==> src/rtl/draw_pkg.sv <==
// Shared constants and types for the frame draw scheduler and the VGA input mux.
package draw_pkg;

    // Number of draw engines feeding the mux; the select width caps this at 16.
    localparam int unsigned NUM_LAYERS = 12;
    localparam int unsigned SEL_W      = 4;

    // Layer 0 erases the frame, so it must always paint first.
    localparam logic [SEL_W-1:0] LAYER_BG = '0;

    typedef enum logic [2:0] {
        StIdle,
        StLaunch,
        StWait,
        StNext,
        StFinish
    } state_t;

endpackage

==> src/rtl/draw_scheduler_if.sv <==
// Frame-tick, engine handshake and status bundle between the scheduler and its environment.
interface draw_scheduler_if #(
    parameter int unsigned NUM_LAYERS = draw_pkg::NUM_LAYERS
);
    import draw_pkg::*;

    logic                  i_frame_tick;
    logic [NUM_LAYERS-1:0] i_enable_mask;
    logic [NUM_LAYERS-1:0] i_done;
    logic                  i_clear_flags;
    logic [NUM_LAYERS-1:0] o_start;
    logic [SEL_W-1:0]      o_select;
    logic                  o_busy;
    logic                  o_frame_done;
    logic                  o_overrun;
    logic                  o_timeout;

    modport master (
        input  i_frame_tick, i_enable_mask, i_done, i_clear_flags,
        output o_start, o_select, o_busy, o_frame_done, o_overrun, o_timeout
    );

    modport slave (
        output i_frame_tick, i_enable_mask, i_done, i_clear_flags,
        input  o_start, o_select, o_busy, o_frame_done, o_overrun, o_timeout
    );

endinterface

==> src/rtl/draw_scheduler_next_layer_finder.sv <==
// Priority search for the lowest enabled layer strictly above the current index,
// or the lowest enabled layer overall when starting a frame.
module next_layer_finder
    import draw_pkg::*;
#(
    parameter int unsigned NUM_LAYERS = draw_pkg::NUM_LAYERS
) (
    input  logic [NUM_LAYERS-1:0] i_en,
    input  logic [SEL_W-1:0]      i_idx,
    input  logic                  i_from_start,
    output logic [SEL_W-1:0]      o_next_idx,
    output logic                  o_found
);

    // Walk downwards so the lowest qualifying index is the last one written.
    always_comb begin
        o_next_idx = '0;
        o_found    = 1'b0;
        for (int i = NUM_LAYERS - 1; i >= 0; i--) begin
            if (i_en[i] && (i_from_start || (i > int'(i_idx)))) begin
                o_next_idx = SEL_W'(i);
                o_found    = 1'b1;
            end
        end
    end

endmodule

==> src/rtl/draw_scheduler.sv <==
// Frame-level sequencer: on each frame tick, launches the enabled draw engines one
// at a time in index order and steers the VGA mux select to the active engine.
module draw_scheduler
    import draw_pkg::*;
#(
    parameter int unsigned TIMEOUT_CYCLES = 20000,
    parameter int unsigned TW             = 15
) (
    input logic             clock,
    input logic             reset,
    draw_scheduler_if.master bus
);

    state_t                r_state;
    logic [SEL_W-1:0]      r_idx;
    logic [NUM_LAYERS-1:0] r_en;
    logic [TW-1:0]         r_timer;
    logic [NUM_LAYERS-1:0] r_start;
    logic [SEL_W-1:0]      r_select;
    logic                  r_busy;
    logic                  r_frame_done;
    logic                  r_overrun;
    logic                  r_timeout;

    state_t                w_state_d;
    logic [SEL_W-1:0]      w_idx_d;
    logic [NUM_LAYERS-1:0] w_en_d;
    logic [TW-1:0]         w_timer_d;
    logic [NUM_LAYERS-1:0] w_start_d;
    logic [SEL_W-1:0]      w_select_d;
    logic                  w_busy_d;
    logic                  w_frame_done_d;
    logic                  w_overrun_d;
    logic                  w_timeout_d;
    logic                  w_set_timeout;
    logic                  w_set_overrun;

    logic [NUM_LAYERS-1:0] w_find_en;
    logic                  w_find_from_start;
    logic [SEL_W-1:0]      w_next_idx;
    logic                  w_found;

    // In IDLE the search runs on the live mask from "below index 0"; otherwise on en_q above idx.
    assign w_find_from_start = (r_state == StIdle);
    assign w_find_en         = (r_state == StIdle) ? bus.i_enable_mask : r_en;

    next_layer_finder #(
        .NUM_LAYERS (NUM_LAYERS)
    ) u_finder (
        .i_en         (w_find_en),
        .i_idx        (r_idx),
        .i_from_start (w_find_from_start),
        .o_next_idx   (w_next_idx),
        .o_found      (w_found)
    );

    // Next-state logic; outputs are derived from the next state so they stay registered.
    always_comb begin
        w_state_d     = r_state;
        w_idx_d       = r_idx;
        w_en_d        = r_en;
        w_timer_d     = r_timer;
        w_set_timeout = 1'b0;
        w_set_overrun = bus.i_frame_tick && (r_state != StIdle);

        unique case (r_state)
            StIdle: begin
                if (bus.i_frame_tick) begin
                    if (w_found) begin
                        w_en_d    = bus.i_enable_mask;
                        w_idx_d   = w_next_idx;
                        w_state_d = StLaunch;
                    end else begin
                        w_state_d = StFinish;
                    end
                end
            end
            StLaunch: begin
                w_timer_d = '0;
                w_state_d = StWait;
            end
            StWait: begin
                w_timer_d = r_timer + TW'(1);
                if (bus.i_done[r_idx]) begin
                    w_state_d = StNext;
                end else if (r_timer == TW'(TIMEOUT_CYCLES - 1)) begin
                    w_set_timeout = 1'b1;
                    w_state_d     = StNext;
                end
            end
            StNext: begin
                if (w_found) begin
                    w_idx_d   = w_next_idx;
                    w_state_d = StLaunch;
                end else begin
                    w_state_d = StFinish;
                end
            end
            StFinish: begin
                w_state_d = StIdle;
            end
            default: begin
                w_state_d = StIdle;
            end
        endcase

        w_start_d = '0;
        if (w_state_d == StLaunch) begin
            w_start_d[w_idx_d] = 1'b1;
        end
        // Select only moves on a launch so the mux never glitches between engines.
        w_select_d     = (w_state_d == StLaunch) ? w_idx_d : r_select;
        w_busy_d       = (w_state_d != StIdle);
        w_frame_done_d = (w_state_d == StFinish);

        // A set event in the same cycle as clear_flags wins.
        w_overrun_d = w_set_overrun ? 1'b1 : (bus.i_clear_flags ? 1'b0 : r_overrun);
        w_timeout_d = w_set_timeout ? 1'b1 : (bus.i_clear_flags ? 1'b0 : r_timeout);
    end

    // State and output registers with synchronous reset.
    always_ff @(posedge clock) begin
        if (reset) begin
            r_state      <= StIdle;
            r_idx        <= LAYER_BG;
            r_en         <= '0;
            r_timer      <= '0;
            r_start      <= '0;
            r_select     <= LAYER_BG;
            r_busy       <= 1'b0;
            r_frame_done <= 1'b0;
            r_overrun    <= 1'b0;
            r_timeout    <= 1'b0;
        end else begin
            r_state      <= w_state_d;
            r_idx        <= w_idx_d;
            r_en         <= w_en_d;
            r_timer      <= w_timer_d;
            r_start      <= w_start_d;
            r_select     <= w_select_d;
            r_busy       <= w_busy_d;
            r_frame_done <= w_frame_done_d;
            r_overrun    <= w_overrun_d;
            r_timeout    <= w_timeout_d;
        end
    end

    assign bus.o_start      = r_start;
    assign bus.o_select     = r_select;
    assign bus.o_busy       = r_busy;
    assign bus.o_frame_done = r_frame_done;
    assign bus.o_overrun    = r_overrun;
    assign bus.o_timeout    = r_timeout;

endmodule
==> src/flat_wrapper.sv <==
// flat-port wrapper written by rule: the top's interface ports become plain ports
module draw_scheduler_flat import draw_pkg::*;
#(
    parameter int unsigned TIMEOUT_CYCLES = 20000,
    parameter int unsigned TW             = 15
)
  (clock, reset, bus_i_frame_tick, bus_i_enable_mask, bus_i_done, bus_i_clear_flags, bus_o_start, bus_o_select, bus_o_busy, bus_o_frame_done, bus_o_overrun, bus_o_timeout);
  draw_scheduler_if bus_i ();
  input logic clock;
  input logic reset;
  input wire logic [$bits(bus_i.i_frame_tick)-1:0] bus_i_frame_tick;
  input wire logic [$bits(bus_i.i_enable_mask)-1:0] bus_i_enable_mask;
  input wire logic [$bits(bus_i.i_done)-1:0] bus_i_done;
  input wire logic [$bits(bus_i.i_clear_flags)-1:0] bus_i_clear_flags;
  output wire logic [$bits(bus_i.o_start)-1:0] bus_o_start;
  output wire logic [$bits(bus_i.o_select)-1:0] bus_o_select;
  output wire logic [$bits(bus_i.o_busy)-1:0] bus_o_busy;
  output wire logic [$bits(bus_i.o_frame_done)-1:0] bus_o_frame_done;
  output wire logic [$bits(bus_i.o_overrun)-1:0] bus_o_overrun;
  output wire logic [$bits(bus_i.o_timeout)-1:0] bus_o_timeout;
  assign bus_i.i_frame_tick = bus_i_frame_tick;
  assign bus_i.i_enable_mask = bus_i_enable_mask;
  assign bus_i.i_done = bus_i_done;
  assign bus_i.i_clear_flags = bus_i_clear_flags;
  assign bus_o_start = bus_i.o_start;
  assign bus_o_select = bus_i.o_select;
  assign bus_o_busy = bus_i.o_busy;
  assign bus_o_frame_done = bus_i.o_frame_done;
  assign bus_o_overrun = bus_i.o_overrun;
  assign bus_o_timeout = bus_i.o_timeout;
  draw_scheduler #(.TIMEOUT_CYCLES(TIMEOUT_CYCLES), .TW(TW)) u_core (.clock(clock), .reset(reset), .bus(bus_i));
endmodule
==> config.mk <==
export PLATFORM = sky130hd
export DESIGN_NAME = draw_scheduler_flat
export DESIGN_NICKNAME = d
export VERILOG_FILES = /design/src/rtl/draw_pkg.sv /design/src/rtl/draw_scheduler_if.sv /design/src/rtl/draw_scheduler_next_layer_finder.sv /design/src/rtl/draw_scheduler.sv /design/src/flat_wrapper.sv
export SDC_FILE = /design/constraint.sdc
export NUM_CORES = 1
export LEC_CHECK = 0
export ABC_AREA = 1
export CAP_MARGIN = 20
export CORE_MARGIN = 1
export CORE_UTILIZATION = 35
export CTS_CLUSTER_SIZE = 14
export DETAILED_ROUTE_END_ITERATION = 7
export GPL_TIMING_DRIVEN = 0
export SYNTH_ARGS = -nofsm -noshare
export SYNTH_HDL_FRONTEND = slang
export SYNTH_SLANG_ARGS = --single-unit
==> constraint.sdc <==
create_clock -name clock -period 2.5 [get_ports clock]
set_input_delay 0.5 -clock clock [delete_from_list [all_inputs] [get_ports clock]]
set_output_delay 0.5 -clock clock [all_outputs]
set_load 0.01 [all_outputs]
=== Word level (Yosys, flattened, before mapping) ===
Index checks and enable logic that the tools add are counted.

* Register bits: 54
* Bits of input ports: 28
* Output and inout bits: 20
* Logic and storage cells: 109

* Add/subtract/negate cells: 1
* Magnitude comparators: 14
* Equality and inequality tests: 6
* Multiplexer cells: 44
* Bitwise gates (word level): 1
* Reduce and logical (&&, ||, !) cells: 33

{| class="wikitable"
|+ Operators with widths
! cell !! number
|-
| two-way mux 4 bit || 14
|-
| one-hot mux 15 bit (2 select lines) || 1
|-
| two-way mux 1 bit || 20
|-
| > comparator 3 x 4 -> 1 bit (first input constant) || 4
|-
| > comparator 4 bit (first input constant) || 4
|-
| adder 15 x 1 -> 15 bit (second input constant) || 1
|-
| equality test 15 bit (second input constant) || 1
|-
| logical AND 1 bit || 14
|-
| two-way mux 12 bit || 1
|-
| two-way mux 3 bit || 4
|-
| one-hot mux 3 bit (4 select lines) || 1
|-
| logical OR 1 bit || 11
|-
| < comparator 4 x 5 -> 1 bit (second input constant) || 2
|-
| > comparator 2 x 4 -> 1 bit (first input constant) || 2
|-
| one-hot mux 4 bit (2 select lines) || 1
|-
| equality test 3 x 1 -> 1 bit (second input constant) || 2
|-
| equality test 3 x 2 -> 1 bit (second input constant) || 2
|-
| nonzero test 2 bit || 3
|-
| nonzero test 3 bit || 2
|-
| binary-select mux 1 bit (select 4 bit) || 1
|-
| demux 1 bit (select 4 bit) || 1
|-
| greater-or-equal comparator 4 x 1 -> 1 bit (second input constant) || 1
|-
| > comparator 1 x 4 -> 1 bit (first input constant) || 1
|-
| equality test 3 bit (second input constant) || 1
|-
| other kinds (4) || 4
|}

=== Longest topological paths before layout ===
* Depth after elaboration: 22
* Mapped depth: 20
* Gate-level depth less buffers: 20

=== Cells and area by module ===
Synthesis repeated with hierarchy kept, for this count alone.

* Cell total of the unflattened synthesis: 414
* Area, all modules: 2702.6 µm²

{| class="wikitable"
|+ By module, submodules not included
! module !! instances !! cells each !! area an instance (µm²)
|-
| draw_scheduler || 1 || 356 || 2431.1
|-
| next_layer_finder || 1 || 58 || 271.5
|}

=== Worst setup path after synthesis ===
Ideal clock, no wire load.

* Path kind: register -> register
* Start point: reg u_core.r_state[2]
* End point: reg u_core.r_en[3]
* Library setup time: 0.132 ns
* Arrival: 1.764 ns
* Data required time: 2.368 ns
* Setup slack: 0.604 ns
* Stages on the path, launching flop included: 15
* Path buffers: 2
* Cell sequence: dfxtp_1 nor2_4 nand2_4 buf_6 a31oi_1 nand2_1 nor2_4 nand3_4 nand2_1 inv_2 nand2_4 inv_4 buf_6 nand2_1 a21oi_1

* Word-level cells in the longest chain between the ends: 16
* Elaborated cells on any way between the ends: 38
* Those cells by class: mux (13); reduce/logical (25)

{| class="wikitable"
|+ Ends and longest elaborated chain
! item !! RTL line !! source
|-
| start: declaration || draw_scheduler.sv:14 || <nowiki>state_t r_state;</nowiki>
|-
| start signal: assignment || draw_scheduler.sv:124 || <nowiki>r_state <= StIdle;</nowiki>
|-
| start signal: assignment || draw_scheduler.sv:135 || <nowiki>r_state <= w_state_d;</nowiki>
|-
| zero test 3 bit * || draw_scheduler.sv:44, draw_scheduler.sv:45, draw_scheduler.sv:66 ||
|-
| two-way mux 12 bit / logical OR 1 bit (equally long branches) || draw_scheduler.sv:45, draw_scheduler_next_layer_finder.sv:20 ||
|-
| logical AND 1 bit || draw_scheduler_next_layer_finder.sv:20 || <nowiki>if (i_en[i] && (i_from_start || (i > int'(i_idx)))) begin</nowiki>
|-
| two-way mux 1 bit (12 in a row) || draw_scheduler_next_layer_finder.sv:20 ||
|-
| AND reduction 3 bit (no source line) * || n/a ||
|-
| end signal: assignment || draw_scheduler.sv:137 || <nowiki>r_en <= w_en_d;</nowiki>
|-
| end: declaration || draw_scheduler.sv:16 || <nowiki>logic [NUM_LAYERS-1:0] r_en;</nowiki>
|}

Mark *: on every way between the ends. The rest lies on a longest branch, timed or not.
A chain may end at the register's enable or synchronous reset.

=== Worst setup path in the final report ===
* Start point: reg u_core.r_state[2]
* End point: reg u_core.r_en[9]

Same word-level chain as after synthesis.

==> out/qor.yml <==
final_layout_size_suffix_gt1_share_pct: 10.60
p_int_uw: 1290
clock.fmax_mhz: 450.0
hold_buffers: 0
ctsResizeCount: 0
grt_pass1_vias: 2328
ir_worst_vdd_uv: 254.0
io_pins: 48
r2r_cells: 15
cts_tree: "built"
postCtsSetupRepairBufs: 0
synth_nets: 408
design_area_sq_um: 3304
hold_viol_final: 0
grt_overflow_total: 0
arrival_ns: 2.41
place_hpwl_microns: 4773
placed_area_sq_um: 3211
wl_per_cell_microns: 11.91
seq_area_frac_synth_pct: 40.55
min-delay-start: "u_core.r_en[9]"
drt-initial-drc-count: 106
critPathLaunchType: "flip-flop"
grt_max_degree: 19
fin_crit_ns: 2.222
dp.cells: 525
power_density_nw_per_um2: 589.0
finalCritPeriodShare_pct: 88.89
synth.distinct_cells: 35
cts_buffers: 5
root_buffer: "clkbuf_8"
worst_path_most_repeated_cell: "nand2_1"
worstMarginPinSlew_ns: 0.5863
final_util_pct: 45.56
netlist_area_sq_um: 2616
ys_seq_elements: 53
reg2reg_slack_ns: 0.28
p_leak_uw: 0.001327
synth_edf_count: 0
crit_family: "simple AND/OR/NAND/NOR gates"
maxCapViolations: 0
core_sq_um: 7253
clkLatencyLatePin_ns: 0.31
crit_fanout: 10
postRouteAntennaNets: 0
critPathRequiredTime_ns: 2.69
clock_skew_ns: 0.006225
pwr-share-comb_pct: 26.4
switching_share_pct: 33.74
cp-end-kind: "flip-flop"
antenna_found_initial: 0
setup_tns_ns: 0
avgSynthCellArea_sq_um: 6.903
clk_path_buf_depth: 2
outcome: "complete, no violations"
slew_headroom_pct: 60.92
grt_usage_pct: 17.45
final_cells: 533
diodes: 0
route.vias.total: 2514
cp_slowest_cell: "dfxtp_1"
dp_slack_ns: 0.1011
rsz0062_at_grt: "no"
die_w_microns: 88.46
ys.warnings.count: 0
routed_via_density: 4.717
crit_type: "flip-flop to flip-flop"
drc_errors: 0
initial_core_util_pct: 36.07
die_h_microns: 88.46
path_cells: "nor2_4 -> nand2_4 -> clkinv_2 -> nor2_1 -> a21oi_1 -> nand2_1 -> nor2_4 -> nand3_4 -> nand2_1 -> inv_2 -> nand2_4 -> inv_4 -> buf_6 -> nand2_1 -> a21oi_1"
switchingPower_uw: 656.6
area_delta_synth_final_pct: 26.30
grt_pass1_wl_microns: 10560
clkPwrFrac_pct: 26.7
wirelength_microns: 6350
cts_max_level: 2
setup-violations-final: 0
fillers: 773
die_area_sq_um: 7825
synth_top_flop_cell: "dfxtp_1"
max_stage_delay_ns: 0.36
synth_cells: 379
pwr-share-seq_pct: 46.9
hold_end: "u_core.r_en[9]"
first_pass_iters: 4
slew_violations: 0
layout_setup_ws_ns: 0.2776
hp-class: "flip-flop to flip-flop"
r2r_start: "u_core.r_state[2]"
r2r-end: "u_core.r_en[9]"
place_congestion: 0.8247
cts_sinks: 53
whs_path_depth: 2
synthArstFlopShare_pct: 0
numPortBuffers: 47
critPathBufInv: 4
fp-row-count: 31
fin_nets: 462
cts.clk_slew.worst_paths_ns: 0.11
worst max path at each step:
stage	end	slack, ns	from	cells after the start
floorplan	u_core.r_en[3]	0.60	u_core.r_state[2]	14
global placement	u_core.r_en[9]	0.11	bus_i_enable_mask[2]	14
detailed placement	u_core.r_en[8]	0.10	bus_i_enable_mask[2]	14
CTS	u_core.r_en[3]	0.29	u_core.r_state[2]	15
global route	u_core.bus.o_start[0]	0.09	u_core.r_state[2]	13
finish	u_core.r_en[9]	0.28	u_core.r_state[2]	15
cell usage after synthesis (3+ instances only):
cell type	count	area share, %
clkbuf_1	4	0.57
dfxtp_1	53	41
nand2_4	3	1.3
nor2_4	3	1.3
a211oi_1	6	1.7
a21oi_2	6	2.0
nand2_2	4	0.96
o21ai_1	11	2.1
nor3_1	9	1.7
nand3_1	18	3.4
a21oi_1	25	4.8
o21ai_0	16	3.1
nand2_1	98	14
nand4_1	4	0.96
nor2_1	46	6.6
inv_1	39	5.6
inv_2	7	1.0
buf_2	3	0.57
nand3_2	3	1.1
kinds of logic (layout without fill, tap and decap cells):
family	after synthesis	after routing	share of synthesized area (%)
flip-flops	53	53	40.55
AO/OA/AOI/OAI	71	71	15.88
AND/OR/NAND/NOR	196	196	33.91
buffers and inverters	58	113	9.182
adder cells (fa/ha/maj)	1	1	0.4782
through the flow:
step	hold slack, ns	total power [uW]
CTS	0.4756	1961
detailed placement	0.4581	1447
global placement	0.4515	1444
finish	0.4730	1946
floorplan	0.4364	1280
global route	0.4906	2052
registers in the layout, summed over array words and instances (netlist names):
signal / count
u_core.r_en: 11
u_core.bus.o_frame_done: 1
u_core.bus.o_overrun: 1
u_core.r_state: 3
u_core.r_timer: 15
u_core.r_idx: 4
u_core.bus.o_timeout: 1
u_core.bus.o_busy: 1
u_core.bus.o_select: 4
u_core.bus.o_start: 12
worst reg2reg max path, stage by stage (launching register included):
cell,delay [ns]
dfxtp_1,0.36
nor2_4,0.18
nand2_4,0.12
clkinv_2,0.16
nor2_1,0.07
a21oi_1,0.17
nand2_1,0.14
nor2_4,0.16
nand3_4,0.13
nand2_1,0.10
inv_2,0.05
nand2_4,0.11
inv_4,0.07
buf_6,0.15
nand2_1,0.06
a21oi_1,0.05
layout make-up:
| cell class | instances | area (sq um) | share of cell area (%) |
|---|---|---|---|
| multi-input combinational | 268 | 1315 | 39.80 |
| sequential | 53 | 1061 | 32.11 |
| timing repair buffer | 47 | 470.5 | 14.24 |
| inverter | 48 | 183.9 | 5.566 |
| tap | 99 | 123.9 | 3.749 |
| clock buffer | 5 | 68.82 | 2.083 |
| buffer | 10 | 56.30 | 1.704 |
| clock inverter | 3 | 25.02 | 0.7573 |
power by group through the flow:
stage	Combinational, uW	Sequential (uW)	Clock (uW)
2_1_floorplan	343	937	0
3_3_place_gp	511	933	0
3_5_place_dp	514	933	0
4_1_cts	515	914	532
5_1_grt	580	919	554
6_report	513	913	519
per-layer routing:
layer  GRT usage (%)  vias to the layer above  part of all wire [%]
met5               0                        -                     0
met4           6.452                        0                   2.0
met3           3.638                        8                   4.9
met2           30.28                       49                    45
met1           21.26                     1126                    48
li1                -                     1331                     -
layout by cell type (no fill, tap or decap), drive strengths merged:
| master | Yosys | layout |
|---|---|---|
| a221oi | 2 | 2 |
| nand3b | 2 | 2 |
| a31oi | 2 | 2 |
| a21oi | 31 | 31 |
| nand4 | 4 | 4 |
| ha | 1 | 1 |
| clkinvlp | 0 | 1 |
| or2 | 1 | 1 |
| clkbuf | 4 | 9 |
| nand2 | 105 | 105 |
| a22oi | 1 | 1 |
| inv | 47 | 49 |
| and2 | 1 | 1 |
| dfxtp | 53 | 53 |
| o32ai | 1 | 1 |
| nor4 | 1 | 1 |
| clkinv | 1 | 1 |
| o22ai | 1 | 1 |
| clkdlybuf4s50 | 0 | 47 |
| buf | 6 | 6 |
| nand3 | 22 | 22 |
| nor3 | 9 | 9 |
| nor2 | 51 | 51 |
| a211oi | 6 | 6 |
| o21ai | 27 | 27 |
Note: power is estimated with default switching activity, not from simulation.
